==> config.mk <==
export PLATFORM = sky130hd
export DESIGN_NAME = alu_cmd_sequencer
export DESIGN_NICKNAME = d
export VERILOG_FILES = /design/src/rtl/alu_cmd_sequencer.sv
export SDC_FILE = /design/constraint.sdc
export NUM_CORES = 1
export LEC_CHECK = 0
export ABC_AREA = 1
export BUFFER_PORTS_ARGS = -buffer_cell sky130_fd_sc_hd__buf_2
export CAP_MARGIN = 20
export CORE_MARGIN = 2
export CORE_UTILIZATION = 48
export DETAILED_ROUTE_END_ITERATION = 6
export PLACE_DENSITY_LB_ADDON = 0.05
export SETUP_SLACK_MARGIN = 0.2
export SYNTH_ARGS = -nofsm -noshare
export SYNTH_HDL_FRONTEND = slang
export SYNTH_SLANG_ARGS = --single-unit
==> constraint.sdc <==
create_clock -name clk -period 6.6 [get_ports clk]
set_input_delay 0.66 -clock clk [delete_from_list [all_inputs] [get_ports clk]]
set_output_delay 0.66 -clock clk [all_outputs]
set_load 0.01 [all_outputs]
==> src/rtl/alu_cmd_sequencer.sv <==
// Command-side master for alu_output_unit: buffers host commands, issues them to the ALU one at a time,
// waits a settle window, captures Y/flags and returns them in order. Optional accumulator: ALU_ACC_EN.
module alu_cmd_sequencer #(
    parameter int DATA_W        = 8,
    parameter int FLAG_W        = 4,
    parameter int CMD_DEPTH     = 4,
    parameter int SETTLE_CYCLES = 1
) (
    input  logic              clk,
    input  logic              rst,
    input  logic              cmd_valid,
    output logic              cmd_ready,
    input  logic [3:0]        cmd_opcode,
    input  logic [DATA_W-1:0] cmd_a,
    input  logic [DATA_W-1:0] cmd_b,
    input  logic              cmd_use_acc,
    output logic [DATA_W-1:0] alu_a,
    output logic [DATA_W-1:0] alu_b,
    output logic [3:0]        alu_opcode,
    input  logic [DATA_W-1:0] alu_y,
    input  logic [FLAG_W-1:0] alu_flags,
    output logic              rsp_valid,
    input  logic              rsp_ready,
    output logic [DATA_W-1:0] rsp_y,
    output logic [FLAG_W-1:0] rsp_flags,
    output logic              rsp_err,
    output logic              busy
);

    localparam int PTR_W = $clog2(CMD_DEPTH);
    localparam int CNT_W = (SETTLE_CYCLES > 1) ? $clog2(SETTLE_CYCLES) : 1;
    localparam logic [CNT_W-1:0] SETTLE_LOAD = CNT_W'(SETTLE_CYCLES - 1);

    typedef enum logic [1:0] {
        S_IDLE,
        S_SETTLE,
        S_RESP
    } state_t;

    state_t             r_state;
    state_t             w_stateNext;
    logic [CNT_W-1:0]   r_settleCnt;
    logic               r_curErr;

    logic [3:0]         r_fifoOp [CMD_DEPTH];
    logic [DATA_W-1:0]  r_fifoA  [CMD_DEPTH];
    logic [DATA_W-1:0]  r_fifoB  [CMD_DEPTH];
    logic [PTR_W:0]     r_wrPtr;
    logic [PTR_W:0]     r_rdPtr;

    logic               w_empty;
    logic               w_full;
    logic               w_push;
    logic               w_pop;
    logic               w_capture;
    logic               w_headLegal;
    logic [3:0]         w_headOp;
    logic [DATA_W-1:0]  w_headA;
    logic [DATA_W-1:0]  w_headB;
    logic [DATA_W-1:0]  w_issueA;

    function automatic logic isLegalOp(input logic [3:0] op);
        case (op)
            4'b1110, 4'b1111, 4'b1100, 4'b1000, 4'b1001,
            4'b1010, 4'b1011, 4'b0001, 4'b0000: isLegalOp = 1'b1;
            default:                            isLegalOp = 1'b0;
        endcase
    endfunction

    assign w_empty     = (r_wrPtr == r_rdPtr);
    assign w_full      = (r_wrPtr[PTR_W] != r_rdPtr[PTR_W]) &&
                         (r_wrPtr[PTR_W-1:0] == r_rdPtr[PTR_W-1:0]);
    assign cmd_ready   = !w_full;
    assign w_push      = cmd_valid && !w_full;
    assign busy        = (r_state != S_IDLE) || !w_empty;

    assign w_headOp    = r_fifoOp[r_rdPtr[PTR_W-1:0]];
    assign w_headA     = r_fifoA[r_rdPtr[PTR_W-1:0]];
    assign w_headB     = r_fifoB[r_rdPtr[PTR_W-1:0]];
    assign w_headLegal = isLegalOp(w_headOp);

`ifdef ALU_ACC_EN
    logic               r_fifoAcc [CMD_DEPTH];
    logic [DATA_W-1:0]  r_acc;

    always_ff @(posedge clk) begin
        if (w_push) begin
            r_fifoAcc[r_wrPtr[PTR_W-1:0]] <= cmd_use_acc;
        end
    end

    // Only legal results feed the accumulator; illegal commands leave it untouched.
    always_ff @(posedge clk) begin
        if (rst) begin
            r_acc <= '0;
        end else if (w_capture && !r_curErr) begin
            r_acc <= alu_y;
        end
    end

    assign w_issueA = r_fifoAcc[r_rdPtr[PTR_W-1:0]] ? r_acc : w_headA;
`else
    logic w_unusedUseAcc;
    assign w_unusedUseAcc = cmd_use_acc;
    assign w_issueA       = w_headA;
`endif

    always_ff @(posedge clk) begin
        if (w_push) begin
            r_fifoOp[r_wrPtr[PTR_W-1:0]] <= cmd_opcode;
            r_fifoA[r_wrPtr[PTR_W-1:0]]  <= cmd_a;
            r_fifoB[r_wrPtr[PTR_W-1:0]]  <= cmd_b;
        end
    end

    always_comb begin
        w_stateNext = r_state;
        w_pop       = 1'b0;
        w_capture   = 1'b0;
        case (r_state)
            S_IDLE: begin
                if (!w_empty) begin
                    w_pop       = 1'b1;
                    w_stateNext = S_SETTLE;
                end
            end
            S_SETTLE: begin
                if (r_settleCnt == '0) begin
                    w_capture   = 1'b1;
                    w_stateNext = S_RESP;
                end
            end
            S_RESP: begin
                if (rsp_ready) begin
                    if (!w_empty) begin
                        w_pop       = 1'b1;
                        w_stateNext = S_SETTLE;
                    end else begin
                        w_stateNext = S_IDLE;
                    end
                end
            end
            default: w_stateNext = S_IDLE;
        endcase
    end

    // An illegal command still walks through SETTLE so its response timing matches a legal one.
    always_ff @(posedge clk) begin
        if (rst) begin
            r_state     <= S_IDLE;
            r_wrPtr     <= '0;
            r_rdPtr     <= '0;
            r_settleCnt <= '0;
            r_curErr    <= 1'b0;
            alu_a       <= '0;
            alu_b       <= '0;
            alu_opcode  <= '0;
            rsp_valid   <= 1'b0;
            rsp_y       <= '0;
            rsp_flags   <= '0;
            rsp_err     <= 1'b0;
        end else begin
            r_state <= w_stateNext;
            if (w_push) begin
                r_wrPtr <= r_wrPtr + 1'b1;
            end
            if (w_pop) begin
                r_rdPtr     <= r_rdPtr + 1'b1;
                r_settleCnt <= SETTLE_LOAD;
                r_curErr    <= !w_headLegal;
                if (w_headLegal) begin
                    alu_a      <= w_issueA;
                    alu_b      <= w_headB;
                    alu_opcode <= w_headOp;
                end
            end else if (r_state == S_SETTLE && r_settleCnt != '0) begin
                r_settleCnt <= r_settleCnt - CNT_W'(1);
            end
            if (w_capture) begin
                rsp_valid <= 1'b1;
                rsp_y     <= r_curErr ? '0 : alu_y;
                rsp_flags <= r_curErr ? '0 : alu_flags;
                rsp_err   <= r_curErr;
            end else if (r_state == S_RESP && rsp_ready) begin
                rsp_valid <= 1'b0;
            end
        end
    end

endmodule

# Word-level counts from Yosys, hierarchy flattened
# Memory sizes are Yosys's and may differ from the RTL's. A register that Yosys moved wholly into a read port is not among the register bits.
# Cells that the tools add are included.
# W data, S select, Z words.
[word_totals]
input_bits = 37
wordCells = 57
mem_bits_rw = 80
mem_count = 4
ff_bits = 28
output_inout_bits = 36
rom_bits = 16
[op_classes]
n_eq_ne = 8
n_mux = 18
add_sub_neg = 3
reduce_logical = 14
[memory_table]
columns = ["name", "words", "width", "read_ports", "rd_ports_with_merged_regs", "wr", "line_no", "text"]
rows = [
  ["r_fifoA", 4, 8, 1, 1, 1, "46", "logic [DATA_W-1:0] r_fifoA [CMD_DEPTH];"],
  ["r_fifoB", 4, 8, 1, 1, 1, "47", "logic [DATA_W-1:0] r_fifoB [CMD_DEPTH];"],
  ["(no name shown)", 16, 1, 1, 0, 0, "63", "case (op)"],
  ["r_fifoOp", 4, 4, 1, 1, 1, "45", "logic [3:0] r_fifoOp [CMD_DEPTH];"],
]
[ops]
columns = ["cell", "count"]
rows = [
  ["$mux W2", 5],
  ["$mux W1", 9],
  ["$mux W8", 1],
  ["$add A3 B1 Y3 const B", 2],
  ["$ne A2 B2 Y1 const B", 3],
  ["$pmux W2 S3", 1],
  ["$logic_and A1 B1 Y1", 4],
  ["$mux W4", 1],
  ["$reduce_bool A2 Y1", 2],
  ["$eq A3 B3 Y1", 1],
  ["$logic_not A1 Y1", 3],
  ["$reduce_and A3 Y1", 1],
  ["$eq A2 B1 Y1 const B", 1],
  ["$eq A2 B2 Y1", 1],
  ["$eq A2 B2 Y1 const B", 1],
  ["$logic_not A2 Y1", 1],
  ["$pmux W1 S2", 1],
  ["$reduce_and A2 Y1", 1],
  ["$reduce_or A2 Y1", 1],
  ["$logic_or A1 B1 Y1", 1],
  ["$ne A1 B1 Y1", 1],
  ["$sub A1 B1 Y1 const B", 1],
]

# Depth between registers and ports, before layout
# Gate-level depths: netlist (run 1).
[depth]
depth_word = 6
mapped_depth = 12
depth_no_buf = 11

# Least setup slack after synthesis (run 1)
# OpenSTA, ideal clock, no wires.
[synth_timing]
kind = "reg-to-reg"
start = "register r_rdPtr[1]"
end = "memory r_fifoA[0][0] (enable)"
period_less_slack_ns = 2.212
path_buffers = 1
setup_time_ns = 0.397
path_stages_with_launch = 6
arrival_time_ns = 1.815
setup_slack_ns = 4.388
path_cell_list = "dfxtp_1 -> buf_4 -> xnor2_1 -> nand3b_1 -> nand2_1 -> nor2_1"
[synth_via]
elab_chain_len = 6
[synth_rtl]
columns = ["item", "line_no", "text"]
rows = [
  ["start, declared", "49", "logic [PTR_W:0] r_rdPtr;"],
  ["start signal, assigned", "168", "r_rdPtr <= r_rdPtr + 1'b1;"],
  ["$eq A2 B2 Y1", "72", "(r_wrPtr[PTR_W-1:0] == r_rdPtr[PTR_W-1:0]);"],
  ["$logic_and A1 B1 Y1", "71", "assign w_full = (r_wrPtr[PTR_W] != r_rdPtr[PTR_W]) &&"],
  ["$logic_not A1 Y1", "n/a", ""],
  ["net cmd_ready", "12", "output logic cmd_ready,"],
  ["$logic_and A1 B1 Y1", "74", "assign w_push = cmd_valid && !w_full;"],
  ["$mux W1", "109", "if (w_push) begin"],
  ["$mux W1 (implied by the code)", "111", "r_fifoA[r_wrPtr[PTR_W-1:0]] <= cmd_a;"],
  ["end, declared", "46", ""],
]
# The timed path passes the listed nets, and every way through them passes these cells.

# Worst setup path in the final report (run 1)
[layout_timing]
start = "register r_rdPtr[1]"
end = "output port busy"
[layout_via]
elab_chain_len = 3
[layout_rtl]
columns = ["item", "line_no", "text"]
rows = [
  ["$eq A3 B3 Y1", "70", "assign w_empty = (r_wrPtr == r_rdPtr);"],
  ["$logic_not A1 Y1", "n/a", ""],
  ["$logic_or A1 B1 Y1", "75", "assign busy = (r_state != S_IDLE) || !w_empty;"],
  ["end, declared", "27", "output logic busy"],
]
# No other way between the ends.

==> impl.org, run 1 <==
** Run
- Max-cap violations in this run came to 0.

** Clocking
- Resized Gates After CTS :: 0
- Post-CTS Repair Setup Buffers :: 0
- Clock tree buffer depth :: 2
- Root buffer cell :: clkbuf_8
- TritonCTS built the clock tree.
- Clock sink count :: around 130
- Number of levels in the clock H-tree :: 4
- Clock latency on the worst-skew pair, taken at its later pin, is ~0.5 ns.
- After clock tree synthesis, the flow added hold-fix buffers numbering 0.
- Counting the buffers created by CTS gives 17.
- CTS clk-pin slew, worst paths :: around 0.05 ns

** Timing
- For the pin with the worst max-slew slack, the measured transition is 0.8831 ns.
- The number of max-slew violations in the final report came to 0.
- Slew margin rel. :: between 40% and 50%
- Setup violations, final :: 0
- Final clock period utilization by the worst path :: a little over two fifths
- On the final layout, the worst hold slack is about 0.36 ns.
- The final hold violation count was 0.
- Crit path setup slack, layout :: 3.785 ns
- Static timing analysis puts the maximum clock frequency at roughly 360 MHz.
- Setup repair after global routing missed its margin :: false
- In the final timing run, aggregate negative setup slack is 0 ns.
- The clock arrives with 0.005818 ns of skew.
- The routed design could run at a clock period as short as between 2 and 3 ns.

** Floorplan
- The die covers between 0.01 and 0.015 sq mm.
- Area of the core :: around 0.0099 sq mm
- Starting Density :: 49.84%
- Height of the die :: ~110 um
- In this run the count of I/O pins placed on the die edge is 73.
- In this run the core area contains 36 standard-cell rows.
- Die width :: between 100 and 150 um

** Yosys
- The number of different library cells used by synthesis comes to 30.
- Netlist area before placement :: 0.004916 sq mm
- Syn_area_per_cell :: between 10 and 15 sq um
- Number of nets in the synthesized netlist :: roughly 480
- Synthesis produced about 440 cells.
- For this run, the register share of the synthesized area comes to 67.60%.
- Yosys Warn Count :: 0
- Number of synthesized register bits :: approximately 130

** Global route
- The initial antenna violation count was 0.
- Remaining Overflow, GRT :: 0
- Largest net degree at the start of global routing :: 36
- First-pass GRT wire length :: ~16,000 um
- Tot GR Track Use :: between 10% and 20%
- Vias in the first global route :: 3,149

** Route
- Number of iterations in the first detailed-routing pass :: 4
- Drt via density :: 5.048
- The detailed router finished its first iteration with about 210 violations.
- In the final routed layout, each cell accounts on average for 14.81 um.
- Post-detailed-route count of antenna-violating nets :: 0
- In the routed design, unresolved DRC markers number 0.
- Summed over all layers, the routed wires come to about 9800 um.
- The routed layout has ~3,300 vias.

** Pwr
- The analysis attributes to cell leakage a power of between 2 and 2.5 nW.
- The worst-case IR drop observed on VDD is approximately 190 uV.
- Power spread over the standard cell area amounts to 466.4 mW/mm^2.

** Placement
- At the end of routability-driven placement, the weighted congestion stood at 0.7324.
- Detailed placer's ending HPWL :: approximately 6000 um
- At the placement stage, the worst setup path has a slack of ~3.8 ns.
- Counting tap cells, the placed design contains a total of around 630 instances.
- Number of port buffers :: 71

** Setup path
- R2R depth :: 5
- Along the worst path, the maximum fanout reaches 19.
- Crit start category :: flop
- Kind of critical path :: reg2out
- CP endpoint kind :: primary output
- Endpoint arrival time on the critical path :: around 2.2 ns
- STA puts the critical path data required time at just under 6 ns.

** Cells and area
- Final cell utilization of the core :: 59.96%
- Syn-to-layout area delta :: 20.31%
- The repair_antennas step left the layout with diodes totalling 0.
- Share of final-layout standard cells stronger than drive strength 1 :: 23.30%
- Number of fillers in the final layout :: around 850
- Final Instance Count excl. Fillers :: ~660
- Final-stage net count :: 557

** Worst hold path
- Class of the worst hold path :: in2reg
- Number of stages on the worst hold path :: 1

** Outcome
- Status :: finished clean
worst max-delay path, stage by stage, from the launching register on:
cell     delay, ns
dfxtp_1       0.79
xnor2_1       0.23
nand3_1       0.16
or3_1         0.32
buf_2         0.15
metrics by stage:
stage                     power (mW)  area, sq um
final                          2.758         5914
after global routing           2.940         5914
after CTS                      2.790         5914
after detailed placement       1.937         5355
after global placement         1.922         5355
after floorplan                1.715         4916
cell usage in the layout, fill, tap and decap left out, types with 2 or more instances in the layout:
| cell type | synthesis | routed |
|---|---|---|
| a21oi_1 | 11 | 11 |
| a22oi_1 | 12 | 12 |
| buf_2 | 3 | 71 |
| buf_4 | 2 | 5 |
| clkbuf_1 | 10 | 4 |
| clkbuf_16 | 0 | 18 |
| clkbuf_8 | 0 | 5 |
| clkinv_2 | 0 | 5 |
| dfxtp_1 | 46 | 46 |
| edfxtp_1 | 80 | 80 |
| ha_1 | 5 | 5 |
| inv_1 | 22 | 22 |
| inv_2 | 4 | 4 |
| nand2_1 | 43 | 43 |
| nand2_2 | 7 | 7 |
| nand2_4 | 2 | 2 |
| nand3_1 | 11 | 11 |
| nand3_2 | 2 | 2 |
| nand3b_1 | 17 | 17 |
| nor2_1 | 93 | 93 |
| o21ai_0 | 33 | 33 |
| o21ai_1 | 6 | 6 |
| o22ai_1 | 16 | 16 |
| xnor2_1 | 3 | 3 |
final cells by class:
class                      instances  area (sq um)  share of cell area [%]
clock buffer                      27         534.3                   9.033
clock inverter                     5         25.02                  0.4231
inverter                          27         106.4                   1.798
multi-input combinational        267          1366                   23.10
sequential                       126          3323                   56.19
tap                              133         166.4                   2.814
timing repair buffer              76         392.9                   6.643
power breakdown:
part	total, mW	internal [mW]	switching [mW]
sequential	1.05	0.977	0.0768
combinational	0.856	0.294	0.562
clock	0.848	0.543	0.305
state kept, by name, indices dropped and copies added, names as in the netlist, named ones only:
signal / count
r_settleCnt: 1
r_curErr: 1
r_rdPtr: 3
rsp_flags: 4
r_fifoOp: 16
rsp_y: 8
r_fifoA: 32
alu_a: 8
r_fifoB: 32
rsp_err: 1
alu_opcode: 4
rsp_valid: 1
r_state: 2
r_wrPtr: 3
alu_b: 8
Yosys cell counts (all sizes together):
| library cell | n | share of area [%] |
|---|---|---|
| a21oi | 12 | 1.5 |
| nand3b | 17 | 2.6 |
| xor2 | 1 | 0.18 |
| xnor2 | 3 | 0.53 |
| clkbuf | 10 | 0.76 |
| o22ai | 16 | 2.0 |
| inv | 27 | 2.2 |
| nand2 | 52 | 4.6 |
| or3 | 1 | 0.13 |
| a211oi | 1 | 0.15 |
| o21ai | 39 | 4.0 |
| dfxtp | 46 | 19 |
| nor4 | 1 | 0.25 |
| nor2 | 94 | 7.2 |
| a22oi | 12 | 1.8 |
| edfxtp | 80 | 49 |
| ha | 5 | 1.3 |
| buf | 11 | 1.7 |
| nand3 | 13 | 1.5 |
per-layer routing:
metal | track usage, % | share of wire, % | up-vias | wire, um
met2 | 30.97 | 49 | 76 | 4826
met5 | 0 | 0 | - | 0
li1 | - | - | 1672 | -
met1 | 22.86 | 45 | 1583 | 4444
met4 | 7.048 | 0.68 | 0 | 67
met3 | 5.802 | 4.6 | 6 | 448
kinds of logic after synthesis:
kind of cell	synth area share (%)
compound gates	9.443
xor+xnor	0.7128
fa+ha+maj	1.273
buf+inv	4.607
flops	67.60
simple gates	16.37
worst paths after layout:
path / startpoint / slack (ns) / endpoint
min reg2reg: rsp_valid / 0.46 / rsp_valid
max reg2reg: r_rdPtr[1] / 3.83 / r_fifoB[2][7]
max: r_rdPtr[1] / 3.79 / busy
min: cmd_a[1] / 0.36 / r_fifoA[3][1]
Note: power is estimated with default switching activity, not from simulation.
==> run 2: changes to the inputs <==
ABC_AREA = 0   (was 1)
clock period = 2.7 ns   (was 6.6 ns; I/O delays follow)
==> run 2 against run 1 <==
- synthesized area shrank 3.1%
- critical path depth is the same
- highest routed layer unchanged
- final cell count shrank 18%
==> impl.org, run 2 <==
** Placement
- The congestion estimate from routability-driven global placement came to roughly 0.75.
- Number of port buffers :: between 70 and 80
- Timing analysis after detailed placement gives a worst setup slack of 0.2930 ns.
- Detailed placement ended at an HPWL of around 5200 um.

** Outcome
- Status :: finished clean

** Timing
- Slew margin rel. :: 58.38%
- Setup slack on the critical path of the routed design comes to roughly 0.6 ns.
- Worst-case clock skew :: approximately 0.009 ns
- Final clock period utilization by the worst path :: 77.59%
- Hold Vio Cnt, Final :: 0
- Setup violations remaining at the end of the flow were counted as 0.
- At the pin with the least slew margin, the transition time is about 0.62 ns.
- Setup repair after global routing left no endpoint under its margin.
- Total negative slack for setup checks :: 0 ns
- The number of max-slew violations in the final report was 0.
- The worst path needs 2.095 ns of the cycle, external delays included.
- Based on the critical path, the design can be clocked at up to around 480 MHz.

** Setup path
- Data on the critical path arrives at its endpoint at approximately 2.3 ns.
- Crit start category :: flop
- Delay-heaviest family, CP :: compound AO/OA/AOI/OAI gates
- Worst path buffer plus inverter count :: 1
- Data required time of the worst path :: between 2 and 3 ns
- Critical Path Fanout Max :: 15
- Traced cell by cell, the critical path runs through xnor2_2, a31oi_1, and2_1, buf_12.
- The worst setup path is of the reg2reg kind.
- On the critical path, the stage with the largest delay is an instance of a31oi_1.
- Slowest stage delay, CP :: between 0.4 and 0.5 ns
- CP endpoint kind :: flop

** Clocking
- Clock tree buffer depth :: 2
- Number of levels in the clock H-tree :: 4
- For the worst-skew pair, the clock arrives at the later sink with an insertion delay of ~0.51 ns.
- The tree is rooted in a clkbuf_8.
- Buffers inserted during clock tree synthesis total 17.
- CTS clk-pin slew, worst paths :: around 0.060 ns
- Resized Gates After CTS :: 0
- TritonCTS built the clock tree.
- Clock sink count :: 126

** Floorplan
- Height of the die :: 103.6 um
- The die covers between 0.01 and 0.015 sq mm.
- 73 I/O pins were placed.
- Die width :: around 100 um
- Site row count :: 36
- In this run the standard cell core region covers ~0.0097 sq mm.
- The initial utilization of the core area, before any placement, comes to 49.20%.

** Global route
- First-pass GRT wire length :: approximately 14,000 um
- For this run the aggregate overflow at the end of global routing stands at 0.
- Global routing used 17.27% of the available tracks.
- Number of antenna violations at the first check in global routing :: 0
- The via count of the first global-routing pass was 2,687.
- Entering global routing, the biggest net connects 31 pins.

** Cells and area
- Fill cells in the final layout number around 720.
- Share of final-layout standard cells stronger than drive strength 1 :: about a third
- From synthesis to final layout, the design area changed by 29.10%.
- In the final design database the tool counted 438 nets.
- Footprint of the multi-input gates :: between 0.001 and 0.0015 sq mm
- Antenna diode count :: 0
- The library cell used most frequently in the layout, excluding fill and tap cells, is edfxtp_1.
- Total area of sequential cells :: between 0.003 and 0.004 sq mm
- Most frequent cells in the layout :: edfxtp_1, buf_2, dfxtp_1

** Pwr
- IR drop worst, VDD :: slightly above 500 uV
- Summed over all cells, the static leakage comes to about 2.3 nW.
- For this design the ratio of total power to cell area is about 1000 mW/mm^2.

** Yosys
- The mapped netlist covers ~0.0048 sq mm.
- The commonest cells after synthesis are edfxtp_1, dfxtp_1, a21oi_1, nand2_1, a22o_1.
- Yosys top cell area share :: around 50%
- Main combinational cell family by area after synthesis :: multiplexers
- The synthesized design contains 80 enable-type register cells.
- By area the synthesized netlist is led by edfxtp_1, dfxtp_1, mux4_2.
- Summing the areas of all fa, ha and maj instances in the mapped netlist gives 1.313% of the synthesized area.
- Most area-hungry cell type in the Yosys netlist :: edfxtp_1
- The portion of synthesized area spent on multiplexers is between 10% and 20%.
- Summing the areas of all xor and xnor instances in the mapped netlist gives 1.786% of the synthesized area.
- Library cell with the highest instance count after synthesis :: edfxtp_1
- Portion of the post-synthesis area used by sequential elements :: about 70%
- Of the total synthesized cell area, the portion taken by AND, OR, NAND and NOR gates is 7.038%.
- The synthesized design contains ~130 register bits.
- Primary flip-flop cell chosen by synthesis mapping :: edfxtp_1
- In this run the mean area of a mapped cell was ~17 sq um.
- Synthesis produced a netlist whose cell count is 288.
- The number of different library cells used by synthesis comes to 37.
- Yosys Warn Count :: 0
- Summing the areas of all compound-gate instances in the mapped netlist gives under 10% of the synthesized area.
- Number of nets in the synthesized netlist :: 330
- Ys async rst share :: 0%

** Route
- Before antenna repair, the detailed router went through 4 iterations.
- Post-Route WL :: 8624 um
- Routed vias :: around 2,700
- Post-detailed-route count of antenna-violating nets :: 0
- After detailed routing, the number of remaining DRC violations is 0.
- Routed wire per std cell :: roughly 16 um
- Initial drt markers :: 102
- Drt via density :: 5.002

** Worst hold path
- The path class of the tightest hold or removal check is in2reg.

** Run
- Across the run, the number of max-cap violations was 0.
==> run 2: changes by cell type after synthesis, moves of 12 or more <==
cell | before | now
a22oi_1 | 12 | 0
mux4_2 | 0 | 13
o21ai_0 | 33 | 1
nand2_1 | 43 | 23
o22ai_1 | 16 | 1
a22o_1 | 0 | 17
a21oi_1 | 11 | 23
inv_1 | 22 | 5
nor2_1 | 93 | 10
==> run 2: report_power, final <==
| group | leakage, nW | internal (mW) | switching (mW) |
|---|---|---|---|
| Clock | 0.298 | 1.49 | 0.810 |
| Sequential | 1.11 | 2.32 | 0.165 |
| Combinational | 0.898 | 0.681 | 0.731 |
==> run 2: metrics by stage <==
stage	cell area, sq um	hold WS, ns	utilization, %	cells	power [mW]
floorplan	4765	0.3689	-	288	3.488
global placement	5316	0.4345	54.90	489	3.895
detailed placement	5316	0.4407	54.90	489	3.915
CTS	6131	0.003949	63.31	541	6.250
global route	6151	0.004007	63.51	542	6.500
finish	6151	0.03131	63.51	542	6.188
==> run 2: layer usage <==
layer	global-route usage, %	part of all wire, %	vias to the layer above	wire length, um
met5	0	0	-	0
met4	7.529	1.2	0	100
met3	4.154	4.1	11	355
met2	27.67	49	63	4263
met1	22.63	45	1310	3904
li1	-	-	1327	-
==> run 2: layout make-up <==
cell class                      count  area share, %
Multi-Input combinational cell    144          21.85
Clock inverter                     12          2.583
Clock buffer                       20          7.404
Sequential cell                   126          54.03
Tap cell                          133          2.705
Inverter                            6         0.3662
Timing Repair Buffer              101          11.07
==> run 2: worst paths after layout <==
kind               from  cells past startpoint            end  slack [ns]
max          r_wrPtr[0]                      4  r_fifoB[3][1]        0.61
min            alu_y[6]                      3       rsp_y[6]        0.03
max reg2reg  r_wrPtr[0]                      4  r_fifoB[3][1]        0.61
min reg2reg    rsp_y[1]                      2       rsp_y[1]        0.44
==> run 2: kinds of logic (layout without fill, tap and decap cells) <==
| logic type | Yosys count | after routing |
|---|---|---|
| DFF | 126 | 126 |
| xor gates and xnor gates | 8 | 8 |
| buffers and inverters | 18 | 139 |
| muxes | 20 | 20 |
| adders and majority gates | 5 | 5 |
| and+or+nand+nor | 61 | 61 |
| AOI/OAI and AO/OA | 50 | 50 |
==> run 2: worst register-to-register path, stage by stage (launching register included) <==
cell and delay (ns):
dfxtp_1 0.45, xnor2_2 0.16, a31oi_1 0.49, and2_1 0.47, buf_12 0.22
==> run 2: what timing repair did <==
| item | 4_1_cts | 5_1_grt |
|---|---|---|
| hold endpoints to repair | 80 | 0 |
| buffers inserted | 0 | 1 |
| setup endpoints to repair | 0 | 16 |
| hold buffers | 20 | 0 |
